`src/rtl/seg_scan_pkg.sv`:
```
// seg_scan_pkg
// Shared constants and helpers for the 7-segment scan controller.
//   ANODE_OFF        : all anodes disabled (active-low, so all ones); slice to width
//   DEF_*            : default parameter values for seg_scan_ctrl
//   clog2()          : bits needed to hold the values 0..n-1 (minimum 1)
package seg_scan_pkg;

  localparam int DEF_NUM_DIGITS  = 4;
  localparam int DEF_REFRESH_DIV = 50000;
  localparam int DEF_DEAD_CYCLES = 2;

  // Wide enough for the largest supported bank (8 digits).
  localparam logic [7:0] ANODE_OFF = 8'hFF;

  function automatic int clog2(input int n);
    int r;
    r = 1;
    for (int i = 1; i < 31; i++) begin
      if ((1 << i) < n) r = i + 1;
    end
    return r;
  endfunction

endpackage

```
`src/rtl/seg_scan_prescaler.sv`:
```
// seg_scan_prescaler
// Divides clk into digit slots of REFRESH_DIV cycles.
// Ports:
//   clk, reset     : clock, synchronous active-high reset
//   o_slot_first   : counter is on the first cycle of a slot (count == 0)
//   o_dead         : counter is inside the leading dead window (count < DEAD_CYCLES)
//   o_slot_last    : counter is on the last cycle of a slot (terminal count)
module seg_scan_prescaler
  import seg_scan_pkg::*;
#(
  parameter int REFRESH_DIV = DEF_REFRESH_DIV,
  parameter int DEAD_CYCLES = DEF_DEAD_CYCLES
) (
  input  logic clk,
  input  logic reset,
  output logic o_slot_first,
  output logic o_dead,
  output logic o_slot_last
);

  localparam int CW = clog2(REFRESH_DIV);

  logic [CW-1:0] r_cnt;
  logic          w_term;

  assign w_term = (r_cnt == CW'(REFRESH_DIV - 1));

  always_ff @(posedge clk) begin
    if (reset) begin
      r_cnt <= '0;
    end else if (w_term) begin
      r_cnt <= '0;
    end else begin
      r_cnt <= r_cnt + CW'(1);
    end
  end

  assign o_slot_first = (r_cnt == '0);
  assign o_dead       = (r_cnt < CW'(DEAD_CYCLES));
  assign o_slot_last  = w_term;

endmodule

```
`src/rtl/seg_scan_ctrl.sv`:
```
// seg_scan_ctrl
// Time-multiplexed scan controller for common-anode 7-segment digits that share
// one external bin_7seg decoder. New digit values are double-buffered and only
// applied when the scan wraps back to digit 0, so a frame never mixes old and
// new data.
// Optional build macro: SEG_SCAN_LEADING_ZERO_BLANK_EN
//   When defined, digit k >= 1 is also blanked when it and every higher digit
//   of the displayed value are zero. Digit 0 is never auto-blanked.
// Ports:
//   clk, reset   : clock, synchronous active-high reset
//   digits_in    : new nibbles, digit 0 in bits [3:0]
//   blank_in     : per-digit blank requests, captured with digits_in
//   digits_wr    : one-cycle write strobe for digits_in/blank_in
//   bi_digit     : nibble for the shared decoder (registered)
//   an           : active-low anode enables (registered, at most one low)
//   upd_pending  : a written value is waiting for the next frame boundary
//   frame_start  : one-cycle pulse when the scan wraps to digit 0
module seg_scan_ctrl
  import seg_scan_pkg::*;
#(
  parameter int NUM_DIGITS  = DEF_NUM_DIGITS,
  parameter int REFRESH_DIV = DEF_REFRESH_DIV,
  parameter int DEAD_CYCLES = DEF_DEAD_CYCLES
) (
  input  logic                    clk,
  input  logic                    reset,
  input  logic [4*NUM_DIGITS-1:0] digits_in,
  input  logic [NUM_DIGITS-1:0]   blank_in,
  input  logic                    digits_wr,
  output logic [3:0]              bi_digit,
  output logic [NUM_DIGITS-1:0]   an,
  output logic                    upd_pending,
  output logic                    frame_start
);

  localparam int IW = clog2(NUM_DIGITS);
  localparam logic [NUM_DIGITS-1:0] AN_OFF = ANODE_OFF[NUM_DIGITS-1:0];

  logic                    w_slot_first;
  logic                    w_dead;
  logic                    w_slot_last;
  logic                    w_wrap;

  logic [IW-1:0]           r_idx;
  logic [4*NUM_DIGITS-1:0] r_disp;
  logic [NUM_DIGITS-1:0]   r_blank;
  logic [4*NUM_DIGITS-1:0] r_pend_d;
  logic [NUM_DIGITS-1:0]   r_pend_b;
  logic                    r_pend_v;

  logic [3:0]              r_bi;
  logic [NUM_DIGITS-1:0]   r_an;
  logic                    r_frame_start;

  logic [3:0]              w_nib;
  logic                    w_blank_sel;
  logic [NUM_DIGITS-1:0]   w_an_on;
  logic [NUM_DIGITS-1:0]   w_auto;
  logic [NUM_DIGITS-1:0]   w_blank_eff;

  seg_scan_prescaler #(
    .REFRESH_DIV (REFRESH_DIV),
    .DEAD_CYCLES (DEAD_CYCLES)
  ) u_prescaler (
    .clk          (clk),
    .reset        (reset),
    .o_slot_first (w_slot_first),
    .o_dead       (w_dead),
    .o_slot_last  (w_slot_last)
  );

  // Frame boundary: last cycle of the last digit's slot.
  assign w_wrap = w_slot_last && (r_idx == IW'(NUM_DIGITS - 1));

  always_ff @(posedge clk) begin
    if (reset) begin
      r_idx <= '0;
    end else if (w_slot_last) begin
      r_idx <= w_wrap ? '0 : r_idx + IW'(1);
    end
  end

  // Double buffer. A write coinciding with the boundary still lands in pending
  // while the previous pending value moves to the display.
  always_ff @(posedge clk) begin
    if (reset) begin
      r_disp   <= '0;
      r_blank  <= '0;
      r_pend_d <= '0;
      r_pend_b <= '0;
      r_pend_v <= 1'b0;
    end else begin
      if (w_wrap && r_pend_v) begin
        r_disp  <= r_pend_d;
        r_blank <= r_pend_b;
      end
      if (digits_wr) begin
        r_pend_d <= digits_in;
        r_pend_b <= blank_in;
        r_pend_v <= 1'b1;
      end else if (w_wrap) begin
        r_pend_v <= 1'b0;
      end
    end
  end

`ifdef SEG_SCAN_LEADING_ZERO_BLANK_EN
  // Walk from the top digit down; a digit is auto-blanked while everything
  // from it upward is zero.
  always_comb begin
    logic v_zero_above;
    w_auto       = '0;
    v_zero_above = 1'b1;
    for (int k = NUM_DIGITS - 1; k >= 1; k--) begin
      v_zero_above = v_zero_above && (r_disp[4*k +: 4] == 4'd0);
      w_auto[k]    = v_zero_above;
    end
  end
`else
  assign w_auto = '0;
`endif

  assign w_blank_eff = r_blank | w_auto;

  // Select the current digit's nibble, blank flag and anode pattern.
  always_comb begin
    w_nib       = 4'd0;
    w_blank_sel = 1'b0;
    w_an_on     = AN_OFF;
    for (int k = 0; k < NUM_DIGITS; k++) begin
      if (r_idx == IW'(k)) begin
        w_nib       = r_disp[4*k +: 4];
        w_blank_sel = w_blank_eff[k];
        w_an_on[k]  = 1'b0;
      end
    end
  end

  // Output registers lag the internal slot state by one cycle.
  always_ff @(posedge clk) begin
    if (reset) begin
      r_bi          <= 4'd0;
      r_an          <= AN_OFF;
      r_frame_start <= 1'b0;
    end else begin
      if (w_slot_first) begin
        r_bi <= w_nib;
      end
      r_an          <= (w_dead || w_blank_sel) ? AN_OFF : w_an_on;
      r_frame_start <= w_wrap;
    end
  end

  assign bi_digit    = r_bi;
  assign an          = r_an;
  assign upd_pending = r_pend_v;
  assign frame_start = r_frame_start;

endmodule
```
`config.mk`:
```
export PLATFORM = sky130hd
export DESIGN_NAME = seg_scan_ctrl
export DESIGN_NICKNAME = d
export VERILOG_FILES = /design/src/rtl/seg_scan_pkg.sv /design/src/rtl/seg_scan_prescaler.sv /design/src/rtl/seg_scan_ctrl.sv
export SDC_FILE = /design/constraint.sdc
export NUM_CORES = 1
export LEC_CHECK = 0
export CAP_MARGIN = 20
export CORE_MARGIN = 2
export CORE_UTILIZATION = 42
export CTS_CLUSTER_SIZE = 30
export DETAILED_ROUTE_END_ITERATION = 16
export HOLD_SLACK_MARGIN = 0.03
export PLACE_DENSITY = 0.73
export SYNTH_ARGS = -nofsm -noshare
export SYNTH_HDL_FRONTEND = slang
export SYNTH_SLANG_ARGS = --single-unit
```
`constraint.sdc`:
```
create_clock -name clk -period 2.4 [get_ports clk]
set_clock_uncertainty 0.05 [all_clocks]
set_input_delay 0.36 -clock clk [delete_from_list [all_inputs] [get_ports clk]]
set_output_delay 0.36 -clock clk [all_outputs]
set_load 0.01 [all_outputs]
```
==> impl_metrics.ini <==
[worst_hold_path]
hold_class = flip-flop to flip-flop

[floorplan]
fp.dieH_um = 89.0
initial_core_util = 0.439
die_x_um = 89.0
core_area_um2 = 6910
die_area_um2 = 7910
io_pins = 33
rows = 30

[synthesis]
ys_warn_count = 0
mappedNetlistArea_um2 = 3030
ys_seq_area_frac = 0.449
synth_fp_nets = 357
synth_cell_types = 36
ys_ff_latch = 68
synthCells = 328
syn_avg_cell_area_um2 = 9.24

[clock_tree]
clkLatencyLatePin_ns = 0.34
cts_tree = built
cts_made_buffers = 9
clk_pin_slew_ns = 0.07
cts_sinks = 68
cts_hold_buf = 0
cts_resized = 0
cts-root-buf = clkbuf_8
clk_path_buf_depth = 2
htreeDepth = 3
cts_setup_buffers = 0

[setup_path]
cp_max_fo = 11
crit_path_start_kind = flip-flop
critPathRequiredTime_ns = 2.55
cpMaxStageDelayCell = a2111oi_0
path_class = flip-flop to flip-flop
worstPathArrival_ns = 2.26
worstSetupEndpointType = flip-flop
crit_chain = inv_1, ha_1, a21oi_1, a221oi_1, a2111oi_0, nand2_1
max_stage_delay_ns = 0.70
r2r_slack_ns = 0.30

[timing]
post-route-period-util = 0.876
slew_viol_final = 0
hold_violations = 0
setup_tns_ns = 0
worst_pin_slew_ns = 0.765
rsz0062_at_grt = no
max_freq_ghz = 0.475
period_minus_slack_ns = 2.10
slew_headroom = 0.477
setup_viol = 0

[detailed_routing]
drt_iter0_markers = 61
drt-total-wl_um = 5490
viasPerCell = 4.86
drtAntennaViolNets = 0
first_pass_iters = 4
vias = 2201
drc = 0
wire_per_inst_um = 12.1

[place]
placed_area_um2 = 3380
dp_cells = 439
port_buffers = 32
post-dp-hpwl_um = 3740
gp_congestion = 0.843

[final_layout]
mostFrequentLayoutCells = dfxtp_1 (68), nor2_1 (46), mux2i_1 (42)
areaGrowthSynthToFinish_pct = 17.8
layout_commonest_cell = dfxtp_1
nNetsFinal = 383
fin_util = 0.517
stdcell_count = 453
num_antenna_cells = 0
design_area_um2 = 3570
drive_above_1_share = 0.0644

[power_and_ir_drop]
irDropWorstVdd_mv = 0.275
p_leak_nw = 1.27
power_density_nw_per_um2 = 642

[status]
status = finished clean

[grt]
gr-total-overflow = 0
grt_util_all_layers = 0.155
grt_max_degree = 46
grt_pass1_wl_um = 9320
antenna_found_initial = 0
grt_pass1_vias = 2027

[job]
maxCapViolCount = 0
-- area by class of cell --
cell class / count / area (um^2)
fill: 670 / 3340
multi-input combinational: 224 / 1480
sequential: 68 / 1360
timing repair buffer: 37 / 365
clock buffer: 12 / 155
tap: 96 / 120
inverter: 14 / 52.6
clock inverter: 2 / 35.0
-- critical path: cells and delay by family, from the launching register on --
family	cells	cell delay, ns
AND/OR/NAND/NOR	1	0.13
flip-flops	1	0.39
adder cells (fa/ha/maj)	1	0.34
buffers and inverters	1	0.08
AO/OA/AOI/OAI	3	0.97
-- path summary, 6_finish.rpt --
kind / to / cells past startpoint / from
min reg2reg: bi_digit[0] / 2 / r_disp[12]
min: bi_digit[0] / 2 / r_disp[12]
max reg2reg: an[2] / 6 / r_idx[0]
max: an[2] / 6 / r_idx[0]
-- Yosys cell counts, drive strengths merged --
library cell | instances | area share
dfxtp | 68 | 0.45
nor2 | 46 | 0.057
mux2i | 42 | 0.14
nand2b | 40 | 0.083
nand2 | 19 | 0.024
inv | 14 | 0.017
clkbuf | 13 | 0.017
xnor2 | 13 | 0.038
a21oi | 10 | 0.017
buf | 9 | 0.028
nor4 | 7 | 0.019
ha | 6 | 0.025
nand3 | 5 | 0.0083
nand4 | 5 | 0.010
a31oi | 4 | 0.0083
nor3 | 4 | 0.0066
o21ai | 4 | 0.0066
o21bai | 4 | 0.0099
or4 | 3 | 0.0087
and3 | 2 | 0.0041
nand3b | 2 | 0.0050
a2111oi | 1 | 0.0029
a221oi | 1 | 0.0029
a311oi | 1 | 0.0029
and2 | 1 | 0.0021
or2 | 1 | 0.0021
or3 | 1 | 0.0021
or4b | 1 | 0.0033
xor2 | 1 | 0.0029
-- state kept, by name, summed over array words and instances, names as in the netlist --
register and count:
an 4, r_pend_b 4, r_idx 2, r_pend_d 16, frame_start 1, u_prescaler.r_cnt 16
r_blank 4, bi_digit 4, upd_pending 1, r_disp 16
-- cell families after synthesis --
kind of cell	share of synthesized area
simple gates	0.235
flops	0.449
mux	0.139
buf+inv	0.0623
compound gates	0.0499
xor+xnor	0.0404
fa+ha+maj	0.0248
-- report_power, final --
part           total (mW)  internal (mW)  switching [mW]
Clock               0.930          0.524           0.406
Sequential           1.19           1.16          0.0238
Combinational       0.177          0.103          0.0738
Total                2.29           1.79           0.503
-- routing by layer --
| metal | track usage | vias to the layer above | routed length (um) |
|---|---|---|---|
| li1 | - | 1137 | - |
| met1 | 0.197 | 1023 | 2730 |
| met5 | 0 | - | 0 |
| met3 | 0.0360 | 11 | 150 |
| met2 | 0.239 | 30 | 2470 |
| met4 | 0.0963 | 0 | 143 |
-- through the flow --
step / hold slack, ns / power (mW) / worst slack, ns
detailed placement: 0.417 / 1.39 / 0.336
global placement: 0.410 / 1.39 / 0.460
finish: 0.419 / 2.29 / 0.296
floorplan: 0.380 / 1.31 / 0.403
global route: 0.429 / 2.40 / 0.0116
CTS: 0.423 / 2.32 / 0.325
(Power assumes the default switching activity.)
==> patch, RTL diff (same flow settings) <==
The option `SEG_SCAN_LEADING_ZERO_BLANK_EN` is turned on by a define.
--- a/src/rtl/seg_scan_ctrl.sv
+++ b/src/rtl/seg_scan_ctrl.sv
@@ -15,6 +15,8 @@
 //   an           : active-low anode enables (registered, at most one low)
 //   upd_pending  : a written value is waiting for the next frame boundary
 //   frame_start  : one-cycle pulse when the scan wraps to digit 0
+`define SEG_SCAN_LEADING_ZERO_BLANK_EN
+
 module seg_scan_ctrl
   import seg_scan_pkg::*;
 #(
Behaviour: no difference found for any inputs over 10 cycles, from zero or initial values and one cycle with reset high; that may be too few to reach the edited logic, so the function may still have changed.
==> patch against the unedited design <==
Die area up 2.5%. Sequential cell count unchanged. Wire length up 7.6%. Largest power group unchanged. Cell area up 2.4%. Via count up 6.6%. Critical path type unchanged. Power down 3.6%. Critical endpoint is now r_disp[12]. Area after synthesis up 2.6%. Worst setup slack better by 0.10 ns.
==> patch: results (changes against the unedited design) <==
Pwr
  – Static Leak: 1.317 nW (was 1.273 nW)
  – Worst IR drop on VDD: 0.0002914 V (was 0.0002746 V)
  – P_sw: 516.0 uW (was 503.2 uW)

Route
  – Initial DRC count: 73 (was 61)
  – Avg WL per Cell: 12.50 um (was 12.11 um)
  – Vias per inst: 4.970 (was 4.859)
  – Routed Wire Length: 5902 um (was 5487 um)

Placed design
  – Placed Cells: 456 (was 439)
  – Hpwl dp: 4103 um (was 3735 um)
  – GPL Wtd Cong: 0.8263 (was 0.8429)
  – Pre-CTS WS: 0.4115 ns (was 0.3362 ns)

Run status
  – Status: finished clean (unchanged)

Global routing
  – GR Layer Usage met3: 0.05365 (was 0.03601)
  – First-pass GRT wire length: 9784 um (was 9315 um)
  – Number of global-route vias before repair: 2,168 (was 2,027)
  – Met2 usage: 0.2506 (was 0.2388)
  – Met1 GRT Util: 0.1746 (was 0.1971)
  – Total track usage: 0.1491 (was 0.1551)

Clock network
  – Clock latency on the worst-skew pair: 0.34 ns (about the same)
  – H-tree depth: 3 (unchanged)

Setup path
  – CP arrival: 2.22 ns (was 2.26 ns)
  – Crit path launch: u_prescaler.r_cnt[13] (was r_idx[0])
  – CP max FO: 20 (was 11)

Cells and area
  – Layout Nets: 397 (was 383)
  – Layout cells sized above 1: 0.07507 (was 0.06443)
  – Fillers: 691 (was 670)

Yosys
  – Mean area per synthesized cell: 9.099 um^2 (was 9.243 um^2)
  – Register area share after synthesis: 0.4375 (was 0.4490)
  – Top post-synthesis cells by count: dfxtp_1, nor2_1, mux2i_1 (unchanged)
  – Top cells by area, synth: dfxtp_1, mux2i_1, nand2b_1, nor2_1, xnor2_1 (unchanged)
  – Syn Nets: 371 (was 357)
  – Unique masters post-synth: 39 (was 36)

Min path
  – Worst Hold Class: in2reg (was reg2reg)
  – HP Start: reset (was r_disp[12])

Timing
  – Worst-Margin Slew: 0.5888 ns (was 0.7650 ns)
## patch: changes by cell type in the layout (fill, tap and decap cells not counted), moves of 2 or more
cell      unedited run  this run
clkinv_2             1         3
inv_1               14        16
nand2_1             19        17
nand4_1              5         7
nor4_1               6         8
o21ai_0              4         6
or4_1                2         4
xnor2_1             13        11
## patch: cells by family after synthesis
group | Yosys count | share of synthesized area
buffers and inverters | 39 | 0.06152
muxes | 42 | 0.1351
xor gates and xnor gates | 13 | 0.03659
AOI/OAI and AO/OA | 30 | 0.05911
adders and majority gates | 6 | 0.02412
and+or+nand+nor | 144 | 0.2461
DFF | 68 | 0.4375
## patch: final cells by class
cell class,count,area [um^2],area share
Clock buffer,12,155.1,0.04244
Clock inverter,4,23.77,0.006502
Inverter,16,60.06,0.01643
Multi-Input combinational cell,235,1559,0.4264
Sequential cell,68,1361,0.3723
Tap cell,99,123.9,0.03388
Timing Repair Buffer,38,372.9,0.1020
## patch: worst paths after layout
kind                       to  slack (ns)  depth (start not counted)
setup reg to reg   r_disp[12]        0.40                          5
hold / removal    r_pend_b[3]        0.35                          2
hold reg to reg     r_disp[2]        0.42                          2
setup / recovery   r_disp[12]        0.40                          5
## patch: layer usage
layer	part of all wire	wire length [um]
met5	0	0
met4	0.014	81
met3	0.043	252
met2	0.49	2865
met1	0.46	2702
## patch: power by group through the flow
stage | clock network (mW) | registers (mW) | logic [mW]
2_1_floorplan | 0 | 1.21 | 0.104
3_3_place_gp | 0 | 1.21 | 0.180
3_5_place_dp | 0 | 1.21 | 0.184
4_1_cts | 0.871 | 1.19 | 0.185
5_1_grt | 0.922 | 1.19 | 0.202
6_report | 0.843 | 1.19 | 0.183
## patch: stage by stage
step / cell area [um^2] / power (mW) / hold slack (ns)
6_report: 3656 / 2.212 / 0.3527
5_1_grt: 3656 / 2.313 / 0.3745
4_1_cts: 3656 / 2.243 / 0.3299
3_5_place_dp: 3477 / 1.397 / 0.4144
3_3_place_gp: 3477 / 1.391 / 0.4105
2_1_floorplan: 3112 / 1.313 / 0.3910
## patch: worst max-delay path: stages, from the launching register on
cell and delay [ns]:
dfxtp_1 0.34, or4_4 0.57, nor4_4 0.31, and3_1 0.24, buf_12 0.20, mux2i_1 0.21
